===== src/rtl/mp_pkg.sv =====
// Shared types and defaults for the multiprocessor memory subsystem.
package mp_pkg;

    localparam int unsigned NCORES = 2;
    localparam int unsigned WORD   = 32;

    typedef enum logic {
        IDLE  = 1'b0,
        GRANT = 1'b1
    } arb_state_t;

endpackage


===== src/rtl/rr_pick.sv =====
// Combinational round-robin picker: searches from last+1, wraps, and returns a
// one-hot winner, its index, and whether any request was found.
module rr_pick
    import mp_pkg::*;
#(
    parameter  int unsigned N  = NCORES,
    localparam int unsigned IW = (N > 1) ? $clog2(N) : 1
) (
    input  logic [N-1:0]  i_req,
    input  logic [IW-1:0] i_last,
    output logic [N-1:0]  o_gnt_c,
    output logic [IW-1:0] o_idx_c,
    output logic          o_valid_c
);

    logic [IW-1:0] w_cand;

    always_comb begin
        o_gnt_c   = '0;
        o_idx_c   = i_last;
        o_valid_c = 1'b0;
        w_cand    = '0;
        for (int unsigned k = 1; k <= N; k++) begin
            w_cand = IW'((32'(i_last) + k) % N);
            if (!o_valid_c && i_req[w_cand]) begin
                o_valid_c       = 1'b1;
                o_idx_c         = w_cand;
                o_gnt_c[w_cand] = 1'b1;
            end
        end
    end

endmodule


===== src/rtl/mem_arbiter.sv =====
// Round-robin arbiter sharing one single-ported memory between N cores.
// One access per GRANT cycle; outputs are muxed from the registered winner.
module mem_arbiter
    import mp_pkg::*;
#(
    parameter int unsigned N  = NCORES,
    parameter int unsigned AW = WORD
) (
    input  logic            clk,
    input  logic            reset,
    input  logic [N-1:0]    req,
    input  logic [N-1:0]    we,
    input  logic [N*AW-1:0] adr,
    input  logic [N*AW-1:0] wd,
    output logic [AW-1:0]   rd,
    output logic [N-1:0]    ready,
    output logic [N-1:0]    gnt,
    output logic            mem_we,
    output logic [AW-1:0]   mem_adr,
    output logic [AW-1:0]   mem_wd,
    input  logic [AW-1:0]   mem_rd
);

    localparam int unsigned IW = (N > 1) ? $clog2(N) : 1;

    arb_state_t    r_state;
    arb_state_t    w_state_nxt;
    logic [N-1:0]  r_gnt;
    logic [N-1:0]  w_gnt_nxt;
    logic [N-1:0]  w_pick_gnt;
    logic [IW-1:0] r_last;
    logic [IW-1:0] w_last_nxt;
    logic [IW-1:0] w_pick_idx;
    logic          w_pick_valid;
    logic [AW-1:0] w_adr [N];
    logic [AW-1:0] w_wd  [N];

    for (genvar gi = 0; gi < N; gi++) begin : g_unpack
        assign w_adr[gi] = adr[gi*AW +: AW];
        assign w_wd[gi]  = wd[gi*AW +: AW];
    end

    rr_pick #(.N(N)) u_rr_pick (
        .i_req     (req),
        .i_last    (r_last),
        .o_gnt_c   (w_pick_gnt),
        .o_idx_c   (w_pick_idx),
        .o_valid_c (w_pick_valid)
    );

    // last resets to N-1 so requester 0 is first in line
    always_ff @(posedge clk or posedge reset) begin
        if (reset) begin
            r_state <= IDLE;
            r_gnt   <= '0;
            r_last  <= IW'(N - 1);
        end else begin
            r_state <= w_state_nxt;
            r_gnt   <= w_gnt_nxt;
            r_last  <= w_last_nxt;
        end
    end

    // r_last holds the current winner while in GRANT; a dropped req makes the cycle a no-op
    always_comb begin
        w_state_nxt = IDLE;
        w_gnt_nxt   = '0;
        w_last_nxt  = r_last;
        rd          = '0;
        ready       = '0;
        mem_we      = 1'b0;
        mem_adr     = '0;
        mem_wd      = '0;

        if (w_pick_valid) begin
            w_state_nxt = GRANT;
            w_gnt_nxt   = w_pick_gnt;
            w_last_nxt  = w_pick_idx;
        end

        if (r_state == GRANT) begin
            mem_adr       = w_adr[r_last];
            mem_wd        = w_wd[r_last];
            mem_we        = we[r_last] & req[r_last];
            ready[r_last] = req[r_last];
            rd            = mem_rd;
        end
    end

    assign gnt = r_gnt;

endmodule


===== config.mk =====
export PLATFORM = sky130hd
export DESIGN_NAME = mem_arbiter
export DESIGN_NICKNAME = d
export VERILOG_FILES = /design/src/rtl/mp_pkg.sv /design/src/rtl/rr_pick.sv /design/src/rtl/mem_arbiter.sv
export SDC_FILE = /design/constraint.sdc
export NUM_CORES = 1
export LEC_CHECK = 0
export CAP_MARGIN = 40
export CORE_AREA = 3 3 101 103
export CTS_CLUSTER_SIZE = 14
export DETAILED_ROUTE_END_ITERATION = 7
export DIE_AREA = 0 0 104 106
export HOLD_SLACK_MARGIN = 0.08
export PLACE_DENSITY = 0.65
export SYNTH_ARGS = -nofsm -noshare
export SYNTH_HDL_FRONTEND = slang
export SYNTH_SLANG_ARGS = --single-unit

===== constraint.sdc =====
create_clock -name clk -period 3.2 [get_ports clk]
set_input_delay 0.64 -clock clk [delete_from_list [all_inputs] [get_ports clk]]
set_output_delay 0.64 -clock clk [all_outputs]
set_load 0.05 [all_outputs]

### Yosys cells after proc, flatten, opt, wreduce, memory -nomap -nowiden

Cells that the tools add are included.

| word-level totals | value |
|---|---|
| flip-flop bits (word level) | 4 |
| bits of input ports | 166 |
| output and inout port bits | 101 |
| logic and storage cells | 56 |

| cells by class | value |
|---|---|
| add/sub/neg operators | 2 |
| $lt $le $gt $ge | 7 |
| mux-type cells | 33 |
| bitwise logic cells | 4 |
| reductions and logical operators | 7 |

Operators by type and width:

| operator | count |
|---|---|
| $mux W32 | 9 |
| $mux W1 | 17 |
| $mux W2 | 4 |
| $lt A1 B2 Y1 const B | 3 |
| $logic_and A1 B1 Y1 | 4 |
| $demux W1 S1 | 3 |
| $ge A1 B1 Y1 const B | 3 |
| $add A1 B1 Y1 const B | 2 |
| $and A2 B2 Y2 | 1 |
| $ge A2 B2 Y1 const B | 1 |
| $not A1 Y2 | 1 |
| $or A2 B2 Y2 | 1 |
| $reduce_and A2 Y1 | 1 |
| $reduce_bool A2 Y1 | 1 |
| $and A1 B1 Y1 | 1 |
| $logic_not A1 Y1 | 1 |

### Logic depth before layout (Yosys ltp)

Gate-level depths: netlist (run 1).

| logic depth | value |
|---|---|
| word-level depth | 9 |
| gate-level depth with buffers | 4 |
| gate-level depth less buffers | 2 |

### By module

Synthesis (run 1) repeated with hierarchy kept, for this count alone.

| second synthesis, totals | value |
|---|---|
| cells, all modules | 199 |
| area total of the unflattened synthesis | 1554.0 um2 |

Modules (own cells, without submodules):

| module | times used | cells an instance | area an instance (um2) |
|---|---|---|---|
| mem_arbiter | 1 | 193 | 1519.0 |
| rr_pick | 1 | 6 | 35.0 |

### Worst setup path before layout (run 1)

OpenSTA, ideal clock, no wires.

| timing | value |
|---|---|
| path kind | register to output |
| start point | register r_last |
| end point | output port mem_adr[0] |
| arrival | 1.577 ns |
| data required time | 2.560 ns |
| path slack | 0.983 ns |
| cell stages (with the launch flop) | 5 |
| path buffers | 2 |
| path through | dfstp_2 > buf_6 > buf_8 > mux2i_1 > nor2b_1 |

| on the way | value |
|---|---|
| cells in the longest elaborated chain, start to end | 5 |

Ends and longest elaborated chain:

| element | line | text |
|---|---|---|
| from (decl) | mem_arbiter.sv:31 | `logic [IW-1:0] r_last;` |
| from (signal assigned) | mem_arbiter.sv:56 | `r_last <= IW'(N - 1);` |
| from (signal assigned) | mem_arbiter.sv:60 | `r_last <= w_last_nxt;` |
| $not A1 Y2 (implied by the code) | mem_arbiter.sv:82 | `mem_adr = w_adr[r_last];` |
| $mux W32 (implied by the code) (3 in a row) | mem_arbiter.sv:82 |  |
| $mux W32 | mem_arbiter.sv:81 | `if (r_state == GRANT) begin` |
| to (decl) | mem_arbiter.sv:19 | `output logic [AW-1:0] mem_adr,` |

Every way passes these cells. The select of a mux whose other input is x is not followed.

### Worst setup path in the final report (run 1)

| timing | value |
|---|---|
| start point | input port req[0] |
| end point | output port ready[0] |

| on the way | value |
|---|---|
| cells in the longest elaborated chain, start to end | 4 |

Ends and longest elaborated chain:

| element | line | text |
|---|---|---|
| from (decl) | mem_arbiter.sv:11 | `input logic [N-1:0] req,` |
| $mux W1 (implied by the code) (2 in a row) | mem_arbiter.sv:85 | `ready[r_last] = req[r_last];` |
| $and A2 B2 Y2 (no line) | -- |  |
| $mux W2 | mem_arbiter.sv:81 |  |
| to (decl) | mem_arbiter.sv:16 | `output logic [N-1:0] ready,` |

Every way passes these cells. The select of a mux whose other input is x is not followed.

==> summary.md, run 1 <==
| Metric | Value |
|---|---|
| Status | `finished, final reports clean` |
| Cts bufs inserted | `3` |
| First-pass GRT wire length | `13100 um` |
| CP Launch Type | `primary input` |
| CP cell instances | `clkdlybuf4s50_1, and3_1, clkdlybuf4s50_1` |
| Clock Latency Late Sink | `0.22 ns` |
| Drt first pass iters | `3` |
| DIE AREA | `11000 um^2` |
| Die W | `104 um` |
| H-tree depth | `1` |
| Syn Nets | `361` |
| Minimum clock period | `2.81 ns` |
| Post-synthesis adder-cell area fraction | `0` |
| # port buffers | `266` |
| Power per Cell Area | `323 nW/um^2` |
| Num rows | `35` |
| Worst vdd ir | `0.159 mV` |
| Fin Setup TNS | `0 ns` |
| Crit path max-delay family | `buffers and inverters` |
| Yosys reg bits | `4` |
| Via count | `2276` |
| Vias/cell | `3.92` |
| Cts hold-fix bufs | `0` |
| Compound-Gate Fraction of Synth Area | `0.00793` |
| Layout cells sized above 1 | `0.175` |
| Synth unique cells | `18` |
| Largest family of logic cells by synthesized area | `simple AND/OR/NAND/NOR gates` |
| Post-synth top area cell | `mux2i_1` |
| Critical Path Fanout Max | `6` |
| Max Freq | `356 MHz` |
| XOR/XNOR Fraction of Synth Area | `0` |
| Vias in the first global route | `2343` |
| Max Cap Violations | `0` |
| Critical Path RT | `2.56 ns` |
| Initial Utilization | `0.170` |
| GPL Wtd Cong | `0.814` |
| Worst-margin pin slew | `0.542 ns` |
| Simple-Gate Fraction of Synth Area | `0.417` |
| Placed cell area | `4140 um^2` |
| Area contributors post-synth | `mux2i_1 41%, nor2b_1 25%, and2_1 13%` |
| TritonCTS Sinks | `4` |
| RSZ-0062 raised after global routing | `false` |
| Post-route clock skew | `0.000115 ns` |
| Postcts setup bufs | `0` |
| Placeable Area | `9280 um^2` |
| Number of max-slew violations in the final report | `0` |
| DRT iter0 DRCs | `53` |
| Period utilization | `0.877` |
| Cells after synthesis | `195` |
| Seq/Total Area, Yosys | `0.0642` |
| CP Capture Type | `output port` |
| Avg Cell Area, Syn | `8.09 um^2` |
| Crit-path max cell delay | `0.81 ns` |
| Filler Cell Count | `920` |
| Leak | `0.00181 uW` |
| Synth warn | `0` |
| Critical path's slowest cell | `clkdlybuf4s50_1` |
| WL/cell | `14.7 um` |
| Synth-to-Final Area Change | `165%` |
| Clock slew at reported path FFs | `0.03 ns` |
| WP buf/inv | `2` |
| CTS tree | `yes` |
| Slew HR | `0.638` |
| Post_cts resized | `0` |
| Synth top area share | `0.406` |
| Antenna cells | `0` |
| Multiplexer area fraction after synthesis | `0.406` |
| Initial antenna violation count | `0` |
| Worst path most repeated cell | `clkdlybuf4s50_1` |
| Synthesized cell area | `1580 um^2` |
| Pin count of the biggest net entering global routing | `46` |
| Final Hold Viols | `0` |
| Worst EP arrival | `2.17 ns` |
| Antenna Violating Nets Remaining | `0` |
| Overall Global Routing Usage | `0.146` |
| Design Area, Final | `4190 um^2` |
| Final HPWL DP | `7320 um` |
| Clock root buffer | `clkbuf_8` |
| Critical path class | `in -> out` |
| DRT Wirelength | `8570 um` |
| Worst hold path type | `in -> async` |
| Gr ovfl total | `0` |
| Die height | `106 um` |
| Drt drc | `0` |
| Final Setup Violations | `0` |
| CTS max path bufs | `2` |
| Worst hold slack | `0.632 ns` |
| Post-layout net count | `619` |
| I/O Pins | `267` |
==> routing by layer <==
| metal | part of all wire | GRT usage |
|---|---|---|
| met1 | 0.38 | 0.163 |
| met2 | 0.52 | 0.270 |
| met3 | 0.081 | 0.0407 |
| met4 | 0.017 | 0.0408 |
| met5 | 0 | 0 |
==> final timing paths <==
check,start,end,cells after the start,slack (ns)
min,reset,gnt[1],2,0.63
min in group clk,r_last,r_last,2,0.74
max reg2reg,r_last,gnt[0],3,1.76
max,req[0],ready[0],3,0.39
max in group asynchronous,reset,r_last,2,2.34
min reg2reg,r_last,r_last,2,0.74
==> state kept, by name, summed over array words and instances (netlist names) <==
signal and count:
gnt 2, r_last 1, r_state 1
==> cell type report <==
type,count,area (um^2),area share
clock buffers,4,45.0,0.0108
inverters,2,7.51,0.00179
multi-input cells,170,1310,0.313
flip-flops and latches,4,106,0.0254
well taps,129,161,0.0386
repair buffers,272,2550,0.610
==> placed cells by master, fill, tap and decap left out <==
master | synthesis | layout
nand2_1 | 1 | 1
nand4b_1 | 1 | 1
or2_2 | 1 | 1
o21ai_0 | 1 | 1
clkdlybuf4s50_1 | 0 | 200
and3_1 | 2 | 2
inv_1 | 2 | 2
clkbuf_8 | 0 | 3
nand2b_4 | 1 | 1
clkbuf_1 | 10 | 1
buf_4 | 1 | 71
dfstp_4 | 0 | 1
and2_1 | 33 | 33
nand4_1 | 1 | 1
a21boi_0 | 1 | 1
mux2i_1 | 64 | 64
nor2b_1 | 64 | 64
buf_12 | 0 | 1
dfrtp_2 | 0 | 1
dfrtp_1 | 3 | 2
==> synth_stat cells <==
library cell	count
a21boi_0	1
and3_1	2
o21ai_0	1
mux2i_1	64
clkbuf_1	10
buf_8	6
nand2_1	1
nand2b_4	1
inv_1	2
or2_2	1
nand4b_1	1
dfrtp_1	3
and2_1	33
nand4_1	1
buf_4	1
dfstp_2	1
nor2b_1	64
buf_6	2
==> power by group <==
part	switching (uW)	internal [uW]	total, uW
logic	674	488	1160
clock network	27.6	85.2	113
registers	17.8	58.8	76.6
==> metrics by stage <==
step                power [uW]  worst slack, ns  instances   util
floorplan                  817            0.983        195      -
global placement          1240            0.411        577  0.446
detailed placement        1250            0.395        577  0.446
CTS                       1370            0.385        581  0.451
global route              1420            0.338        581  0.451
finish                    1350            0.395        581  0.451
==> cell families (layout without fill, tap and decap cells) <==
logic type,Yosys count,after routing
multiplexers,64,64
buffers and inverters,21,278
AND/OR/NAND/NOR,104,104
flip-flops,4,4
AO/OA/AOI/OAI,2,2
(Power assumes the default switching activity.)
==> run 2, diff against run 1 <==
Settings changed: CORE_AREA 3 3 101 103 to 3 3 103 105, DIE_AREA 0 0 104 106 to 0 0 106 108, PLACE_DENSITY 0.65 to default, SLEW_MARGIN from default to 10.
Clock period 3.2 ns to 2.83 ns, I/O delays scaled along.
==> run 2 against run 1 <==
Hold slack lost 0.092 ns. Via count grew 0.66%. First-iteration DRC count shrank 15%. Global-route usage shrank 0.57 points. Clock skew grew 0.0093 ns. Flip-flop and latch count is the same. Utilization grew 5.7 points. Cell area grew 18%. Power grew 38%. Largest cell class unchanged.
==> summary.md, run 2 (synthesized netlist as in run 1, its figures left out) <==
| Metric | Value |
|---|---|
| CP cell instances | `buf_12, mux2i_1, nor2b_1, buf_12 (was clkdlybuf4s50_1, and3_1, clkdlybuf4s50_1)` |
| Critical Path RT | `2.26 ns (was 2.56 ns)` |
| Antenna cells | `0 (unchanged)` |
| Critical path's slowest cell | `dfstp_4 (was clkdlybuf4s50_1)` |
| Die W | `106 um (was 104 um)` |
| Clock Latency Late Sink | `0.22 ns (about the same)` |
| Max Freq | `409 MHz` |
| DRT iter0 DRCs | `45 (was 53)` |
| Worst vdd ir | `0.194 mV (was 0.159 mV)` |
| Antenna Violating Nets Remaining | `0 (unchanged)` |
| Worst path most repeated cell | `buf_12 (was clkdlybuf4s50_1)` |
| Via count | `2291 (was 2276)` |
| Worst-margin pin slew | `0.581 ns (was 0.542 ns)` |
| Worst hold path type | `in -> async (unchanged)` |
| Status | `finished, final reports clean (unchanged)` |
| DIE AREA | `11400 um^2 (was 11000 um^2)` |
| Post-layout net count | `616 (was 619)` |
| Synth-to-Final Area Change | `213% (was 165%)` |
| Vias/cell | `3.94 (was 3.92)` |
| Reg-to-Reg End | `gnt[0] (unchanged)` |
| Die height | `108 um (was 106 um)` |
| Leak | `0.00212 uW (was 0.00181 uW)` |
| Initial antenna violation count | `0 (unchanged)` |
| Post_cts resized | `0 (unchanged)` |
| Fin Setup TNS | `0 ns (unchanged)` |
| CTS tree | `yes (unchanged)` |
| WL/cell | `15.1 um (was 14.7 um)` |
| Final Core Density | `0.507 (was 0.451)` |
| Power per Cell Area | `378 nW/um^2 (was 323 nW/um^2)` |
| Reg2reg setup slack | `1.52 ns (was 1.76 ns)` |
| Crit path to | `mem_adr[8] (was ready[0])` |
| Drt first pass iters | `4 (was 3)` |
| # port buffers | `266 (unchanged)` |
| Num rows | `36 (was 35)` |
| Critical Path Fanout Max | `29 (was 6)` |
| Final Setup Violations | `0 (unchanged)` |
| Minimum clock period | `2.45 ns` |
| Vias in the first global route | `2357 (was 2343)` |
| Crit path depth | `4 (was 3)` |
| Layout cells sized above 1 | `0.243 (was 0.175)` |
| Clock slew at reported path FFs | `0.04 ns (was 0.03 ns)` |
| Cts bufs inserted | `3 (unchanged)` |
| WP buf/inv | `2 (unchanged)` |
| Filler Cell Count | `928 (was 920)` |
| Placeable Area | `9730 um^2 (was 9280 um^2)` |
| Crit-path max cell delay | `0.89 ns (was 0.81 ns)` |
| GPL Wtd Cong | `0.738 (was 0.814)` |
| Final Hold Viols | `0 (unchanged)` |
| Period utilization | `0.864` |
| Crit path launch | `r_last (was req[0])` |
| RSZ-0062 raised after global routing | `false (unchanged)` |
| Drt drc | `0 (unchanged)` |
| Most common cell after layout, fill and taps aside | `clkdlybuf4s50_1 (unchanged)` |
| Crit path max-delay family | `flip-flops (was buffers and inverters)` |
| H-tree depth | `1 (unchanged)` |
| Clock root buffer | `clkbuf_8 (unchanged)` |
| Initial Utilization | `0.162 (was 0.170)` |
| Final HPWL DP | `7610 um (was 7320 um)` |
| Number of max-slew violations in the final report | `0 (unchanged)` |
| CP Capture Type | `output port (unchanged)` |
| Commonest cells after routing, fill and taps aside | `167 x clkdlybuf4s50_1, 69 x buf_12, 64 x mux2i_1, 64 x nor2b_1 (was 200 x clkdlybuf4s50_1, 71 x buf_4, 64 x mux2i_1, 64 x nor2b_1, 33 x and2_1)` |
| CTS max path bufs | `2 (unchanged)` |
| R2r startpoint | `r_last (unchanged)` |
| Pin count of the biggest net entering global routing | `83 (was 46)` |
| Gr ovfl total | `0 (unchanged)` |
| Max Cap Violations | `0 (unchanged)` |
| Slew HR | `0.612 (was 0.638)` |
| R2R cell count | `2 (was 3)` |
| Worst EP arrival | `1.88 ns (was 2.17 ns)` |
| Post-route clock skew | `0.00943 ns (was 0.000115 ns)` |
| Critical path class | `reg -> out (was in -> out)` |
| Cts hold-fix bufs | `0 (unchanged)` |
| Overall Global Routing Usage | `0.140 (was 0.146)` |
| Max FFs per register | `2 (unchanged)` |
| CP Launch Type | `register (was primary input)` |
| DRT Wirelength | `8800 um (was 8570 um)` |
| TritonCTS Sinks | `4 (unchanged)` |
| First-pass GRT wire length | `12800 um (was 13100 um)` |
| I/O Pins | `267 (unchanged)` |
| Postcts setup bufs | `0 (unchanged)` |
==> run 2: cell count changes in the layout (fill, tap and decap cells not counted), sizes merged <==
| cell | before | now |
|---|---|---|
| buf | 72 | 102 |
| clkdlybuf4s50 | 200 | 167 |
==> run 2: power by group <==
group	switching [uW]	internal, uW	leakage (uW)
clock network	33.8	96.5	0.0000228
registers	32.4	66.8	0.0000452
logic	815	819	0.00205
total	881	983	0.00212
==> run 2: final cells by class <==
cell class,instances,area [um^2],share of cell area
clock buffer,4,45.0,0.00912
inverter,2,7.51,0.00152
multi-input combinational,170,1310,0.266
sequential,4,106,0.0215
tap,133,166,0.0337
timing repair buffer,269,3300,0.669
==> run 2: worst min-delay path by stage <==
stage                      from  endpoint  slack, ns
after detailed placement  reset    gnt[0]       0.77
after CTS                 reset    gnt[0]       0.54
after floorplan           reset    gnt[0]       0.33
after global routing      reset    gnt[0]       0.56
after global placement    reset    gnt[1]       0.77
final                     reset    gnt[0]       0.54
==> run 2: metrics by stage <==
stage | setup WS [ns] | total power [uW] | std cells | hold WS, ns | area [um^2]
3_5_place_dp | 0.606 | 1750 | 578 | 0.772 | 4890
6_report | 0.384 | 1860 | 582 | 0.540 | 4940
5_1_grt | 0.286 | 1940 | 582 | 0.558 | 4940
2_1_floorplan | 0.687 | 924 | 195 | 0.331 | 1580
4_1_cts | 0.351 | 1890 | 582 | 0.538 | 4940
3_3_place_gp | 0.627 | 1740 | 578 | 0.765 | 4890
==> run 2: routing by layer <==
| metal | GRT usage | part of all wire | vias up |
|---|---|---|---|
| li1 | - | - | 1145 |
| met4 | 0.0250 | 0.0068 | 0 |
| met5 | 0 | 0 | - |
| met1 | 0.155 | 0.38 | 1033 |
| met2 | 0.269 | 0.54 | 109 |
| met3 | 0.0400 | 0.075 | 4 |
==> run 3, diff against run 2 <==
Settings changed: REMOVE_ABC_BUFFERS from default to 1.
==> run 3 against run 2 <==
Sequential power decreased by 25%. Setup slack better by 0.19 ns. Sequential share of layout area did not move. Clock skew is 0.0085 ns lower. First-iteration DRC count up 29%. Die area unchanged. Largest cell class unchanged. Largest power group unchanged.
==> summary.md, run 3 (synthesized netlist as in run 1, its figures left out) <==
| Metric | Value |
|---|---|
| Post-layout net count | `616 (unchanged)` |
| Combinational power share | `0.892 (was 0.877)` |
| CP Capture Type | `output port (unchanged)` |
| Cts bufs inserted | `3 (unchanged)` |
| Clock root buffer | `clkbuf_8 (unchanged)` |
| Slew HR | `0.662 (was 0.612)` |
| Status | `finished, final reports clean (unchanged)` |
| Post-route clock skew | `0.000905 ns (was 0.00943 ns)` |
| TritonCTS Sinks | `4 (unchanged)` |
| Final Hold Viols | `0 (unchanged)` |
| Clock slew at reported path FFs | `0.03 ns (was 0.04 ns)` |
| Max Freq | `444 MHz (was 409 MHz)` |
| Via count | `2307 (was 2291)` |
| Crit path launch | `r_last (unchanged)` |
| Die W | `106 um (unchanged)` |
| Die height | `108 um (unchanged)` |
| Vias/cell | `3.96 (was 3.94)` |
| Final HPWL DP | `7490 um (was 7610 um)` |
| Drt first pass iters | `3 (was 4)` |
| H-tree depth | `1 (unchanged)` |
| Final Core Density | `0.507 (unchanged)` |
| Worst EP arrival | `1.69 ns (was 1.88 ns)` |
| WL/cell | `14.8 um (was 15.1 um)` |
| Postcts setup bufs | `0 (unchanged)` |
| Initial Utilization | `0.162 (unchanged)` |
| Synth-to-Final Area Change | `213% (unchanged)` |
| R2R cell count | `3 (was 2)` |
| Reg power frac | `0.040 (was 0.053)` |
| Internal | `982 uW (was 983 uW)` |
| Crit path to | `mem_adr[26] (was mem_adr[8])` |
| I/O Pins | `267 (unchanged)` |
| Placeable Area | `9730 um^2 (unchanged)` |
| DRT iter0 DRCs | `58 (was 45)` |
| Worst-margin pin slew | `0.506 ns (was 0.581 ns)` |
| Post_cts resized | `0 (unchanged)` |
| Clock Latency Late Sink | `0.21 ns (was 0.22 ns)` |
| Number of max-slew violations in the final report | `0 (unchanged)` |
| Vias in the first global route | `2433 (was 2357)` |
| Power per Cell Area | `377 nW/um^2 (was 378 nW/um^2)` |
| Period utilization | `0.796 (was 0.864)` |
| Max Cap Violations | `0 (unchanged)` |
| Drt drc | `0 (unchanged)` |
| Final Setup Violations | `0 (unchanged)` |
| Cts hold-fix bufs | `0 (unchanged)` |
| Fin Setup TNS | `0 ns (unchanged)` |
| Antenna cells | `0 (unchanged)` |
| Most common cell after layout, fill and taps aside | `clkdlybuf4s50_1 (unchanged)` |
| GPL Wtd Cong | `0.737 (was 0.738)` |
| Num rows | `36 (unchanged)` |
| CP Launch Type | `register (unchanged)` |
| RSZ-0062 raised after global routing | `false (unchanged)` |
| Antenna Violating Nets Remaining | `0 (unchanged)` |
| Critical path class | `reg -> out (unchanged)` |
| R2r startpoint | `r_last (unchanged)` |
| Critical Path Fanout Max | `41 (was 29)` |
| CTS max path bufs | `2 (unchanged)` |
| Worst hold path type | `in -> async (unchanged)` |
| Layout cells sized above 1 | `0.243 (unchanged)` |
| NetSw | `878 uW (was 881 uW)` |
| Initial antenna violation count | `0 (unchanged)` |
| Reg-to-Reg End | `gnt[0] (unchanged)` |
| DIE AREA | `11400 um^2 (unchanged)` |
| Commonest cells after routing, fill and taps aside | `167 x clkdlybuf4s50_1, 69 x buf_12, 64 x mux2i_1, 64 x nor2b_1 (unchanged)` |
| Switching Share | `0.472 (was 0.473)` |
| Minimum clock period | `2.25 ns (was 2.45 ns)` |
| DRT Wirelength | `8620 um (was 8800 um)` |
| Leak | `0.00212 uW (unchanged)` |
| Reg2reg setup slack | `1.62 ns (was 1.52 ns)` |
| Clock group share of total power | `0.068 (was 0.070)` |
| Worst vdd ir | `0.148 mV (was 0.194 mV)` |
| Overall Global Routing Usage | `0.139 (was 0.140)` |
| Filler Cell Count | `897 (was 928)` |
| Max FFs per register | `2 (unchanged)` |
| Critical Path RT | `2.26 ns (about the same)` |
| Pin count of the biggest net entering global routing | `82 (was 83)` |
| First-pass GRT wire length | `12900 um (was 12800 um)` |
| CTS tree | `yes (unchanged)` |
| # port buffers | `266 (unchanged)` |
| Gr ovfl total | `0 (unchanged)` |
==> run 3: cell counts in the layout (fill, tap and decap cells not counted) <==
Identical to the previous run, type by type.
==> run 3: through the flow <==
| stage | std cells | total power [uW] | instance area (um^2) | setup slack (ns) | hold WS (ns) |
|---|---|---|---|---|---|
| after floorplan | 176 | 883 | 1420 | -0.227 | 0.331 |
| after global placement | 578 | 1740 | 4890 | 0.744 | 0.767 |
| after detailed placement | 578 | 1750 | 4890 | 0.713 | 0.764 |
| after CTS | 582 | 1880 | 4940 | 0.553 | 0.544 |
| after global routing | 582 | 1940 | 4940 | 0.488 | 0.581 |
| final | 582 | 1860 | 4940 | 0.577 | 0.540 |
==> run 3: worst max-delay path: stages (launching register included) <==
cell,delay [ns]
dfstp_4,0.63
buf_12,0.27
mux2i_1,0.13
nor2b_1,0.23
buf_12,0.18
==> run 3: final cells by class <==
class	count	area, um^2	area share
multi-input cells	170	1310	0.266
inverters	2	7.51	0.00152
clock buffers	4	45.0	0.00912
well taps	133	166	0.0337
repair buffers	269	3300	0.669
flip-flops and latches	4	106	0.0215
==> run 3: routing by layer <==
metal | wire [um] | GRT usage | vias to the layer above
met4 | 0 | 0.00833 | 0
met3 | 834 | 0.0412 | 0
met1 | 2910 | 0.147 | 1027
li1 | - | - | 1148
met2 | 4880 | 0.283 | 132
met5 | 0 | 0 | -
==> run 3: power by group through the flow <==
stage,logic (uW),clock network (uW),registers (uW)
final,1660,126,74.0
after CTS,1680,129,74.4
after global routing,1730,136,75.4
after detailed placement,1680,0,74.9
after global placement,1660,0,75.0
after floorplan,745,0,138
==> run 3: how the worst min path moves through the flow <==
stage,to,depth (start not counted)
2_1_floorplan,gnt[0],1
3_3_place_gp,gnt[0],2
3_5_place_dp,gnt[1],2
4_1_cts,gnt[0],2
5_1_grt,gnt[0],2
6_report,gnt[0],2
